**config.mk**
```make
export PLATFORM = sky130hd
export DESIGN_NAME = dmem_access_unit_flat
export DESIGN_NICKNAME = d
export VERILOG_FILES = /design/src/rtl/dmem_access_unit_if.sv /design/src/rtl/dmem_access_unit.sv /design/src/flat_wrapper.sv
export SDC_FILE = /design/constraint.sdc
export NUM_CORES = 1
export LEC_CHECK = 0
export ABC_AREA = 1
export BUFFER_PORTS_ARGS = -buffer_cell sky130_fd_sc_hd__buf_2
export CELL_PAD_IN_SITES_DETAIL_PLACEMENT = 0
export CELL_PAD_IN_SITES_GLOBAL_PLACEMENT = 1
export CORE_ASPECT_RATIO = 1.25
export CORE_MARGIN = 1.5
export CORE_UTILIZATION = 34
export CTS_CLUSTER_SIZE = 20
export DETAILED_ROUTE_END_ITERATION = 6
export GPL_ROUTABILITY_DRIVEN = 0
export PLACE_DENSITY = 0.8
export SKIP_LAST_GASP = 1
export SYNTH_ARGS = -nofsm -noshare
export SYNTH_HDL_FRONTEND = slang
export SYNTH_SLANG_ARGS = --single-unit
export TNS_END_PERCENT = 30
```
**constraint.sdc**
```tcl
create_clock -name clk -period 4.33 [get_ports clk]
set_input_delay 0.433 -clock clk [delete_from_list [all_inputs] [get_ports clk]]
set_output_delay 0.433 -clock clk [all_outputs]
set_load 0.02 [all_outputs]
```
**src/rtl/dmem_access_unit_if.sv**
```systemverilog
// Signal bundle between the MEM stage, the data-memory access unit, the
// memory bus and the load extractor. The "slave" modport is the access
// unit's view; "master" is the view of the surrounding pipeline/memory.
interface dmem_access_unit_if #(
  parameter int ADDR_W = 32
);
  // MEM-stage request side
  logic              req_valid;
  logic              req_we;
  logic [ADDR_W-1:0] req_addr;
  logic [1:0]        req_lsop;
  logic [31:0]       req_wdata;
  logic              req_ready;
  logic              stall;

  // Word-addressed memory bus
  logic              bus_req;
  logic              bus_we;
  logic [ADDR_W-1:0] bus_addr;
  logic [3:0]        bus_be;
  logic [31:0]       bus_wdata;
  logic              bus_ack;
  logic [31:0]       bus_rdata;

  // Load response towards the extractor
  logic              rsp_valid;
  logic [31:0]       rsp_rdata;
  logic [1:0]        rsp_addr_lo;
  logic [1:0]        rsp_lsop;
  logic              misalign;

  modport slave (
    input  req_valid, req_we, req_addr, req_lsop, req_wdata,
    output req_ready, stall,
    output bus_req, bus_we, bus_addr, bus_be, bus_wdata,
    input  bus_ack, bus_rdata,
    output rsp_valid, rsp_rdata, rsp_addr_lo, rsp_lsop, misalign
  );

  modport master (
    output req_valid, req_we, req_addr, req_lsop, req_wdata,
    input  req_ready, stall,
    input  bus_req, bus_we, bus_addr, bus_be, bus_wdata,
    output bus_ack, bus_rdata,
    input  rsp_valid, rsp_rdata, rsp_addr_lo, rsp_lsop, misalign
  );
endinterface

```
**src/rtl/dmem_access_unit.sv**
```systemverilog
// Data-memory access stage: takes one load/store from the MEM stage, rejects
// misaligned accesses, drives a word-addressed bus with byte enables and
// lane-replicated store data, stalls the pipeline until acknowledge, and
// hands the raw read word plus address low bits and LSOp to the extractor.
module dmem_access_unit #(
  parameter int ADDR_W = 32
) (
  input  logic                  clk,
  input  logic                  rst,
  dmem_access_unit_if.slave     io
);

  typedef enum logic [1:0] {
    ST_IDLE = 2'd0,
    ST_BUS  = 2'd1,
    ST_DONE = 2'd2
  } state_e;

  // Size encodings: 11 word, 10 half, 01 byte, 00 behaves as word.
  localparam logic [1:0] LSOP_BYTE = 2'b01;
  localparam logic [1:0] LSOP_HALF = 2'b10;

  // An access is misaligned when its natural alignment is violated.
  function automatic logic is_misaligned(input logic [1:0] lsop, input logic [1:0] lo);
    logic bad;
    bad = 1'b0;
    case (lsop)
      LSOP_BYTE: bad = 1'b0;
      LSOP_HALF: bad = lo[0];
      default:   bad = (lo != 2'b00);
    endcase
    return bad;
  endfunction

  // Byte enables for a store of the given size at the given lane.
  function automatic logic [3:0] store_be(input logic [1:0] lsop, input logic [1:0] lo);
    logic [3:0] be;
    be = 4'b1111;
    case (lsop)
      LSOP_BYTE: be = 4'b0001 << lo;
      LSOP_HALF: be = lo[1] ? 4'b1100 : 4'b0011;
      default:   be = 4'b1111;
    endcase
    return be;
  endfunction

  // Replicate right-justified store data across every lane it may land in.
  function automatic logic [31:0] store_wdata(input logic [1:0] lsop, input logic [31:0] wd);
    logic [31:0] rep;
    rep = wd;
    case (lsop)
      LSOP_BYTE: rep = {4{wd[7:0]}};
      LSOP_HALF: rep = {2{wd[15:0]}};
      default:   rep = wd;
    endcase
    return rep;
  endfunction

  state_e            state_q,       state_d;
  logic              we_q,          we_d;
  logic [1:0]        addr_lo_q,     addr_lo_d;
  logic [1:0]        lsop_q,        lsop_d;
  logic              bus_req_q,     bus_req_d;
  logic              bus_we_q,      bus_we_d;
  logic [ADDR_W-1:0] bus_addr_q,    bus_addr_d;
  logic [3:0]        bus_be_q,      bus_be_d;
  logic [31:0]       bus_wdata_q,   bus_wdata_d;
  logic              rsp_valid_q,   rsp_valid_d;
  logic [31:0]       rsp_rdata_q,   rsp_rdata_d;
  logic [1:0]        rsp_addr_lo_q, rsp_addr_lo_d;
  logic [1:0]        rsp_lsop_q,    rsp_lsop_d;
  logic              misalign_q,    misalign_d;

  // Next-state and registered-output computation for the access FSM.
  always_comb begin
    state_d       = state_q;
    we_d          = we_q;
    addr_lo_d     = addr_lo_q;
    lsop_d        = lsop_q;
    bus_req_d     = bus_req_q;
    bus_we_d      = bus_we_q;
    bus_addr_d    = bus_addr_q;
    bus_be_d      = bus_be_q;
    bus_wdata_d   = bus_wdata_q;
    rsp_valid_d   = 1'b0;
    rsp_rdata_d   = rsp_rdata_q;
    rsp_addr_lo_d = rsp_addr_lo_q;
    rsp_lsop_d    = rsp_lsop_q;
    misalign_d    = 1'b0;

    case (state_q)
      ST_IDLE: begin
        if (io.req_valid) begin
          we_d      = io.req_we;
          addr_lo_d = io.req_addr[1:0];
          lsop_d    = io.req_lsop;
          if (is_misaligned(io.req_lsop, io.req_addr[1:0])) begin
            // Rejected: skip the bus entirely and report in DONE.
            misalign_d = 1'b1;
            state_d    = ST_DONE;
          end else begin
            bus_req_d  = 1'b1;
            bus_we_d   = io.req_we;
            bus_addr_d = {io.req_addr[ADDR_W-1:2], 2'b00};
            if (io.req_we) begin
              bus_be_d    = store_be(io.req_lsop, io.req_addr[1:0]);
              bus_wdata_d = store_wdata(io.req_lsop, io.req_wdata);
            end else begin
              bus_be_d    = 4'b1111;
              bus_wdata_d = 32'h0000_0000;
            end
            state_d = ST_BUS;
          end
        end else begin
          state_d = ST_IDLE;
        end
      end

      ST_BUS: begin
        if (io.bus_ack) begin
          bus_req_d = 1'b0;
          bus_we_d  = 1'b0;
          state_d   = ST_DONE;
          if (!we_q) begin
            // Response fields move together so the extractor sees a consistent set.
            rsp_valid_d   = 1'b1;
            rsp_rdata_d   = io.bus_rdata;
            rsp_addr_lo_d = addr_lo_q;
            rsp_lsop_d    = lsop_q;
          end else begin
            rsp_valid_d = 1'b0;
          end
        end else begin
          state_d = ST_BUS;
        end
      end

      ST_DONE: begin
        state_d = ST_IDLE;
      end

      default: begin
        state_d   = ST_IDLE;
        bus_req_d = 1'b0;
        bus_we_d  = 1'b0;
      end
    endcase
  end

  // State and output registers; reset abandons any bus transaction at once.
  always_ff @(posedge clk or posedge rst) begin
    if (rst) begin
      state_q       <= ST_IDLE;
      we_q          <= 1'b0;
      addr_lo_q     <= 2'b00;
      lsop_q        <= 2'b00;
      bus_req_q     <= 1'b0;
      bus_we_q      <= 1'b0;
      bus_addr_q    <= '0;
      bus_be_q      <= 4'b0000;
      bus_wdata_q   <= 32'h0000_0000;
      rsp_valid_q   <= 1'b0;
      rsp_rdata_q   <= 32'h0000_0000;
      rsp_addr_lo_q <= 2'b00;
      rsp_lsop_q    <= 2'b00;
      misalign_q    <= 1'b0;
    end else begin
      state_q       <= state_d;
      we_q          <= we_d;
      addr_lo_q     <= addr_lo_d;
      lsop_q        <= lsop_d;
      bus_req_q     <= bus_req_d;
      bus_we_q      <= bus_we_d;
      bus_addr_q    <= bus_addr_d;
      bus_be_q      <= bus_be_d;
      bus_wdata_q   <= bus_wdata_d;
      rsp_valid_q   <= rsp_valid_d;
      rsp_rdata_q   <= rsp_rdata_d;
      rsp_addr_lo_q <= rsp_addr_lo_d;
      rsp_lsop_q    <= rsp_lsop_d;
      misalign_q    <= misalign_d;
    end
  end

  // Handshake outputs are decoded from the state register; stall also
  // covers the acceptance cycle so the upstream stage holds its request.
  assign io.req_ready   = (state_q == ST_IDLE);
  assign io.stall       = (state_q == ST_BUS) | ((state_q == ST_IDLE) & io.req_valid);

  assign io.bus_req     = bus_req_q;
  assign io.bus_we      = bus_we_q;
  assign io.bus_addr    = bus_addr_q;
  assign io.bus_be      = bus_be_q;
  assign io.bus_wdata   = bus_wdata_q;
  assign io.rsp_valid   = rsp_valid_q;
  assign io.rsp_rdata   = rsp_rdata_q;
  assign io.rsp_addr_lo = rsp_addr_lo_q;
  assign io.rsp_lsop    = rsp_lsop_q;
  assign io.misalign    = misalign_q;

endmodule

```
**src/flat_wrapper.sv**
```systemverilog
// flat-port wrapper written by rule: the top's interface ports become plain ports
module dmem_access_unit_flat 
#(
  parameter int ADDR_W = 32
)
  (clk, rst, io_req_valid, io_req_we, io_req_addr, io_req_lsop, io_req_wdata, io_req_ready, io_stall, io_bus_req, io_bus_we, io_bus_addr, io_bus_be, io_bus_wdata, io_bus_ack, io_bus_rdata, io_rsp_valid, io_rsp_rdata, io_rsp_addr_lo, io_rsp_lsop, io_misalign);
  dmem_access_unit_if #(.ADDR_W(ADDR_W)) io_i ();
  input  logic clk;
  input  logic rst;
  input wire logic [$bits(io_i.req_valid)-1:0] io_req_valid;
  input wire logic [$bits(io_i.req_we)-1:0] io_req_we;
  input wire logic [$bits(io_i.req_addr)-1:0] io_req_addr;
  input wire logic [$bits(io_i.req_lsop)-1:0] io_req_lsop;
  input wire logic [$bits(io_i.req_wdata)-1:0] io_req_wdata;
  output wire logic [$bits(io_i.req_ready)-1:0] io_req_ready;
  output wire logic [$bits(io_i.stall)-1:0] io_stall;
  output wire logic [$bits(io_i.bus_req)-1:0] io_bus_req;
  output wire logic [$bits(io_i.bus_we)-1:0] io_bus_we;
  output wire logic [$bits(io_i.bus_addr)-1:0] io_bus_addr;
  output wire logic [$bits(io_i.bus_be)-1:0] io_bus_be;
  output wire logic [$bits(io_i.bus_wdata)-1:0] io_bus_wdata;
  input wire logic [$bits(io_i.bus_ack)-1:0] io_bus_ack;
  input wire logic [$bits(io_i.bus_rdata)-1:0] io_bus_rdata;
  output wire logic [$bits(io_i.rsp_valid)-1:0] io_rsp_valid;
  output wire logic [$bits(io_i.rsp_rdata)-1:0] io_rsp_rdata;
  output wire logic [$bits(io_i.rsp_addr_lo)-1:0] io_rsp_addr_lo;
  output wire logic [$bits(io_i.rsp_lsop)-1:0] io_rsp_lsop;
  output wire logic [$bits(io_i.misalign)-1:0] io_misalign;
  assign io_i.req_valid = io_req_valid;
  assign io_i.req_we = io_req_we;
  assign io_i.req_addr = io_req_addr;
  assign io_i.req_lsop = io_req_lsop;
  assign io_i.req_wdata = io_req_wdata;
  assign io_req_ready = io_i.req_ready;
  assign io_stall = io_i.stall;
  assign io_bus_req = io_i.bus_req;
  assign io_bus_we = io_i.bus_we;
  assign io_bus_addr = io_i.bus_addr;
  assign io_bus_be = io_i.bus_be;
  assign io_bus_wdata = io_i.bus_wdata;
  assign io_i.bus_ack = io_bus_ack;
  assign io_i.bus_rdata = io_bus_rdata;
  assign io_rsp_valid = io_i.rsp_valid;
  assign io_rsp_rdata = io_i.rsp_rdata;
  assign io_rsp_addr_lo = io_i.rsp_addr_lo;
  assign io_rsp_lsop = io_i.rsp_lsop;
  assign io_misalign = io_i.misalign;
  dmem_access_unit #(.ADDR_W(ADDR_W)) u_core (.clk(clk), .rst(rst), .io(io_i));
endmodule
```
==> flow_summary_export.csv, run 1 <==
group,metric,value,unit
setup_path,crit_type,"input port to flop",
synth,ys.flop_type,"dfrtp_1",
sta,rsz0062_at_grt,"false",
sta,finClkSkew,0.00846,ns
power_and_ir_drop,ir_drop,0.256,mV
setup_path,cp_slowest_cell,"nand2_4",
global_route,grt-busiest-layer,"met2",
routing,viasPerCell,4.51,
setup_path,r2r_start,"u_core.state_q[0]$_DFF_PP0_",
power_and_ir_drop,p_per_area,738,nW/um^2
die,placeableCoreArea,13800,sq um
cts,h-tree-depth,4,
setup_path,crit_path_start_kind,"input port",
setup_path,cp_max_fo,71,
cts,ctsResizeCount,0,
global_route,grt_pass1_vias,4165,
sta,fmax,383,MHz
sta,hold_ws,0.227,ns
global_route,antenna_found_initial,1,
routing,routed_wl,13.1,mm
global_route,gr-usage-met3,6.35,%
cells_and_area,finish.net_count,863,
die,rows,48,
global_route,grt_usage,18.0,%
synth,netlist_area,4790,sq um
synth,ys_seq_area_share,59.1,%
place,port_buffers,210,
sta,setup_tns,0,ns
setup_path,crit_chain,"buf_2 > inv_1 > ha_1 > inv_2 > buf_4 > nand2_1 > nand2_2 > nand2_4 > inv_4 > o21ai_0 > nand2_1",
synth,synth_edf_count,0,
run_status,status,"finished clean",
synth,synth-warning-count,0,
place,placed_area,5880,sq um
synth,synthTopCellsByArea,"dfrtp_1, nand2_1, o21ai_0",
setup_path,critical_path.most_common_cell,"nand2_1",
cts,cts.sinks,113,
cells_and_area,areaGrowthSynthToFinish,35.5,%
cts,worstSkewPairLatency,0.40,ns
sta,finalHoldViolCount,0,
setup_path,arrival,2.94,ns
sta,setup_viol,0,
hold_path,hp-start,"io_req_addr[6]",
setup_path,max_stage_delay,0.46,ns
routing,ant_nets,0,
cells_and_area,fin_area,6480,sq um
synth,yosys.area.top_type,"dfrtp_1",
synth,synthDistinctLibCells,24,
power_and_ir_drop,total_power,4.79,mW
routing,drt_iter0_markers,200,
place,dp_hpwl,9.46,mm
sta,slew_headroom,33.7,%
sta,finalMaxSlewViolations,0,
sta,worst_pin_slew,0.988,ns
cells_and_area,fin_util,47.1,%
cts,clk_pin_slew,0.05,ns
die,dieArea,14800,sq um
global_route,gr-usage-met2,30.0,%
routing,wl_per_cell,13.8,um
die,floorplan.initialDensity,34.8,%
sta,period_share,60.3,%
cells_and_area,drive_gt1_share,33.9,%
flow_run,cap_violations,0,
cts,cts_made_buffers,17,
synth,ys_ff_latch,113,
setup_path,endpoint_kind,"flop",
die,ioPinCount,213,
die,die_y,136,um
setup_path,cp-startpoint,"io_req_lsop[0]",
cts,cts_buffer_depth,2,
die,die_width,109,um
routing,via_count,4269,
global_route,grt_max_degree,72,
synth,synthArstFlopShare,100,%
global_route,grt_overflow,0,
cts,root_buffer,"clkbuf_16",
routing,dr.pass1.iters,4,
sta,fin_crit,2.61,ns
cts,cts_tree,"yes",
hold_path,hold_path_class,"input port to flop",
global_route,met1_usage,21.6,%
synth,avgSynthCellArea,8.70,sq um
synth,synthCells,550,
global_route,grt_pass1_wl,20.5,mm
synth,synth_top_cell_area_share,59.1,%
power_and_ir_drop,p_leak,3.71,nW
routing,drc,0,
setup_path,required,4.66,ns
-- power by group --
group	internal (mW)	switching (mW)	total [mW]	leakage, nW
clock network	0.914	0.470	1.38	0.283
logic	0.547	1.12	1.66	1.99
registers	1.50	0.242	1.74	1.43
-- timing repair --
item	CTS	global route
hold buffers	1	0
buffers inserted	0	0
hold endpoints to repair	6	0
-- cells in the final DEF (no fill, tap or decap) --
cell type      synthesis  final
clkinv_1               1      1
o21ai_1                3      3
a21oi_1                2      2
clkbuf_16              0     17
o21ai_0               47     47
o21bai_1               1      1
diode_2                0      1
nand3_1               23     23
o21ai_2                8      8
dlygate4sd3_1          0      1
nor2_4                 1      1
ha_1                   2      2
conb_1                 1      2
clkinvlp_4             0      3
nand2_1              270    270
clkbuf_1               4      3
nand2_4                3      3
inv_1                 20     19
inv_2                  2      2
nor2_1                22     22
inv_4                  1      2
nor2_8                 1      1
clkinv_2               0      5
buf_2                  5    210
nand2_2                1      1
clkbuf_8               0      1
nand3b_1               1      1
buf_4                  9      4
dfrtp_1              113    113
bufinv_16              0      3
-- state kept, by name, indices dropped and copies added (netlist names) --
signal                 flops
u_core.state_q             2
u_core.io.rsp_rdata       32
u_core.io.bus_wdata       32
u_core.lsop_q              2
u_core.addr_lo_q           2
u_core.io.rsp_lsop         2
u_core.io.bus_req          1
u_core.io.rsp_valid        1
u_core.io.bus_be           4
u_core.io.rsp_addr_lo      2
u_core.io.bus_we           1
u_core.we_q                1
u_core.io.misalign         1
u_core.io.bus_addr        30
-- worst paths after layout --
kind,to,slack (ns),cells after the start
worst max-delay path,u_core.io.bus_be[0]$_DFFE_PP0P_,1.72,11
worst min-delay path,u_core.io.bus_addr[6]$_DFFE_PP0P_,0.23,3
worst max register to register,u_core.io.rsp_rdata[8]$_DFFE_PP0P_,1.96,7
worst min register to register,u_core.io.bus_we$_DFFE_PP0P_,0.47,2
max in group asynchronous,u_core.io.bus_wdata[8]$_DFFE_PP0P_,2.85,4
min in group asynchronous,u_core.io.bus_addr[30]$_DFFE_PP0P_,0.46,3
-- kinds of logic after synthesis --
| family | Yosys count | share of synthesized area (%) |
|---|---|---|
| other | 1 | 0.0784 |
| adders and majority gates | 2 | 0.523 |
| DFF | 113 | 59.1 |
| AOI/OAI and AO/OA | 61 | 7.06 |
| buffers and inverters | 51 | 6.30 |
| and+or+nand+nor | 322 | 27.0 |
-- metal layers --
metal	routed length [um]	up-vias	part of all wire, %
li1	-	2129	-
met1	5400	1986	41
met2	6450	144	49
met4	132	0	1.0
met3	1080	10	8.3
met5	0	-	0
-- area by class of cell --
cell class | count | area, sq um
inverter | 24 | 95.1
sequential | 113 | 2830
timing repair buffer | 215 | 1090
clock inverter | 11 | 138
clock buffer | 21 | 450
tap | 175 | 219
multi-input combinational | 387 | 1660
antenna | 1 | 2.50
fill | 1416 | 7270
-- critical path, delay by kind of cell --
| family | cells | cell delay, ns |
|---|---|---|
| and+or+nand+nor | 4 | 0.98 |
| AOI/OAI and AO/OA | 1 | 0.16 |
| adders and majority gates | 1 | 0.31 |
| buffers and inverters | 5 | 1.00 |
-- cell usage after synthesis, types with 2 or more instances --
library cell    n
a21oi_1         2
buf_2           5
buf_4           9
buf_6           9
clkbuf_1        4
dfrtp_1       113
ha_1            2
inv_1          20
inv_2           2
nand2_1       270
nand2_4         3
nand3_1        23
nor2_1         22
o21ai_0        47
o21ai_1         3
o21ai_2         8
-- metrics by stage --
stage          cells  worst slack [ns]
3_5_place_dp     913              1.32
3_3_place_gp     913              1.43
6_report         947              1.72
2_1_floorplan    551             0.910
4_1_cts          946              1.72
5_1_grt          946              1.46
No activity file was read; power rests on OpenSTA's default activity.
==> run 2: changes to the inputs <==
--- a/config.mk
+++ b/config.mk
@@ -5,13 +5,13 @@
 export SDC_FILE = /design/constraint.sdc
 export NUM_CORES = 1
 export LEC_CHECK = 0
-export ABC_AREA = 1
+export ABC_AREA = 0
 export BUFFER_PORTS_ARGS = -buffer_cell sky130_fd_sc_hd__buf_2
 export CELL_PAD_IN_SITES_DETAIL_PLACEMENT = 0
 export CELL_PAD_IN_SITES_GLOBAL_PLACEMENT = 1
 export CORE_ASPECT_RATIO = 1.25
 export CORE_MARGIN = 1.5
-export CORE_UTILIZATION = 34
+export CORE_UTILIZATION = 36
 export CTS_CLUSTER_SIZE = 20
 export DETAILED_ROUTE_END_ITERATION = 6
 export GPL_ROUTABILITY_DRIVEN = 0
==> constraint.sdc (replaced) <==
create_clock -name clk -period 2.6 [get_ports clk]
set_input_delay 0.26 -clock clk [delete_from_list [all_inputs] [get_ports clk]]
set_output_delay 0.26 -clock clk [all_outputs]
set_load 0.02 [all_outputs]
==> run 2 against run 1 <==
Effect of this change:
- first-iteration DRC count down 23%
- synthesized cell count down 28%
- combinational power up 74%
- worst hold slack worse by 0.22 ns
- flip-flop and latch count unchanged
- utilization up 3.8 points
- final cell count down 17%
- power up 74%
- synthesized area up 2.0%
- non-clock buffer count up 4
==> flow_summary_export.csv, run 2 <==
group,metric,value,unit
sta,finalMaxSlewViolations,0,
setup_path,crit_path_start_kind,"flop",
synth,synth_most_common_cell,"dfrtp_1",
cells_and_area,final_common_cell,"buf_2",
routing,routed_wl,13.0,mm
cts,cts.sinks,113,
power_and_ir_drop,internal-power,5.38,mW
power_and_ir_drop,seqPwrFrac,34.4,%
global_route,grt_overflow,0,
flow_run,cap_violations,0,
routing,via_count,3944,
power_and_ir_drop,ir_drop,0.544,mV
global_route,grt_max_degree,53,
synth,synth_edf_count,0,
cells_and_area,finish.net_count,707,
cts,worstSkewPairLatency,0.40,ns
cts,cts_buffer_depth,2,
sta,rsz0062_at_grt,"false",
synth,synthTopCellsByArea,"dfrtp_1, mux2_2, o31ai_1",
cells_and_area,areaGrowthSynthToFinish,38.1,%
global_route,grt_usage,17.9,%
synth,netlist_area,4880,sq um
synth,ys_ff_latch,113,
cells_and_area,layout_common_cells,"buf_2, dfrtp_1, mux2_2",
sta,worst_pin_slew,0.800,ns
cells_and_area,stdcell_count,787,
sta,slew_headroom,46.5,%
power_and_ir_drop,combPwrFrac,34.6,%
global_route,grt_pass1_vias,3917,
cts,clk_pin_slew,0.06,ns
setup_path,cp_max_fo,34,
synth,synth_top_cell_area_share,57.9,%
synth,ys_top_cells_by_count,"dfrtp_1, mux2_2, o31ai_1, o21ai_0, clkbuf_1",
synth,avgSynthCellArea,12.3,sq um
power_and_ir_drop,p_leak,3.26,nW
sta,finClkSkew,0.00835,ns
global_route,antenna_found_initial,1,
cells_and_area,fillers,1242,
power_and_ir_drop,p_per_area,1240,nW/um^2
power_and_ir_drop,p_clk_share,31.0,%
die,die_y,133,um
cts,root_buffer,"clkbuf_16",
routing,viasPerCell,5.01,
synth,ys_seq_area_share,57.9,%
cells_and_area,drive_gt1_share,52.4,%
die,ioPinCount,213,
sta,period_share,75.6,%
sta,fin_crit,1.97,ns
run_status,status,"finished clean",
die,floorplan.initialDensity,36.9,%
synth,synthDistinctLibCells,32,
power_and_ir_drop,sw_frac_of_total,35.5,%
sta,setup_viol,0,
global_route,grt_pass1_wl,19.8,mm
routing,drc,0,
place,dp_hpwl,9.31,mm
cts,cts_hold_buf,0,
hold_path,hold_path_class,"input port to async pin",
routing,wl_per_cell,16.5,um
synth,synthCells,398,
die,placeableCoreArea,13200,sq um
cts,cts_setup_buffers,0,
sta,setup_tns,0,ns
die,die_width,107,um
synth,yosys.area.top_type,"dfrtp_1",
sta,hold_ws,0.00808,ns
setup_path,required,2.88,ns
place,post-place-cells,754,
place,port_buffers,210,
synth,synth-warning-count,0,
cts,cts_made_buffers,17,
routing,drt_iter0_markers,154,
die,dieArea,14300,sq um
cts,h-tree-depth,4,
routing,ant_nets,0,
cells_and_area,seqCellArea,2830,sq um
synth,synthArstFlopShare,100,%
setup_path,crit_type,"flop to flop",
setup_path,arrival,2.25,ns
die,rows,47,
synth,ys.flop_type,"dfrtp_1",
sta,fmax,509,MHz
power_and_ir_drop,power_switching,2.97,mW
setup_path,endpoint_kind,"flop",
cts,cts_tree,"yes",
cts,ctsResizeCount,0,
power_and_ir_drop,total_power,8.35,mW
sta,finalHoldViolCount,0,
routing,dr.pass1.iters,4,
cells_and_area,multi_input_area,1870,sq um
-- run 2: worst paths after layout --
| check | endpoint | cells after the start | start | slack, ns |
|---|---|---|---|---|
| setup / recovery | u_core.io.bus_addr[4]$_DFFE_PP0P_ | 4 | u_core.state_q[0]$_DFF_PP0_ | 0.63 |
| hold / removal | u_core.io.bus_addr[30]$_DFFE_PP0P_ | 2 | rst | 0.008 |
| setup reg to reg | u_core.io.bus_addr[4]$_DFFE_PP0P_ | 4 | u_core.state_q[0]$_DFF_PP0_ | 0.63 |
| hold reg to reg | u_core.addr_lo_q[0]$_DFFE_PP0P_ | 2 | u_core.addr_lo_q[0]$_DFFE_PP0P_ | 0.48 |
| max in group asynchronous | u_core.io.bus_be[3]$_DFFE_PP0P_ | 3 | rst | 1.77 |
| min in group clk | u_core.io.bus_addr[15]$_DFFE_PP0P_ | 2 | io_req_addr[15] | 0.08 |
-- run 2: critical path, stage by stage (launching register included) --
cell,delay [ns]
dfrtp_1,0.44
or3b_1,0.49
nor3_4,0.13
buf_4,0.39
mux2_2,0.39
-- run 2: cell families after synthesis --
group                      synth area share (%)
AOI/OAI and AO/OA                          13.5
buffers and inverters                      3.84
other                                    0.0768
adders and majority gates                 0.513
DFF                                        57.9
and+or+nand+nor                            8.25
muxes                                      15.9
-- run 2: per-layer routing --
metal  track usage (%)  wire (um)  vias up
met2              30.6       6610      160
li1                  -          -     1855
met3              3.91        791       21
met4              7.70        326        0
met1              21.4       5250     1908
met5                 0          0        -
-- run 2: power by group through the flow --
stage                     sequential, mW  combinational (mW)  clock [mW]
after floorplan                     3.77               0.963           0
after global placement              2.87                2.87           0
after detailed placement            2.91                2.93           0
after CTS                           2.89                2.94        2.64
after global routing                2.98                3.09        2.72
final                               2.87                2.89        2.58
-- run 2: per-stage QoR --
step	util (%)	cell area [sq um]	setup slack [ns]
floorplan	-	4890	0.593
global placement	45.9	6070	0.506
detailed placement	45.9	6070	0.459
CTS	50.9	6740	0.600
global route	50.9	6740	0.535
finish	50.9	6740	0.634
-- run 2: layout make-up --
class	instances	area share, %
timing repair buffer	219	16.8
clock inverter	14	3.40
multi-input combinational	246	27.8
tap	171	3.17
clock buffer	18	6.52
inverter	5	0.334
antenna	1	0.0371
sequential	113	42.0
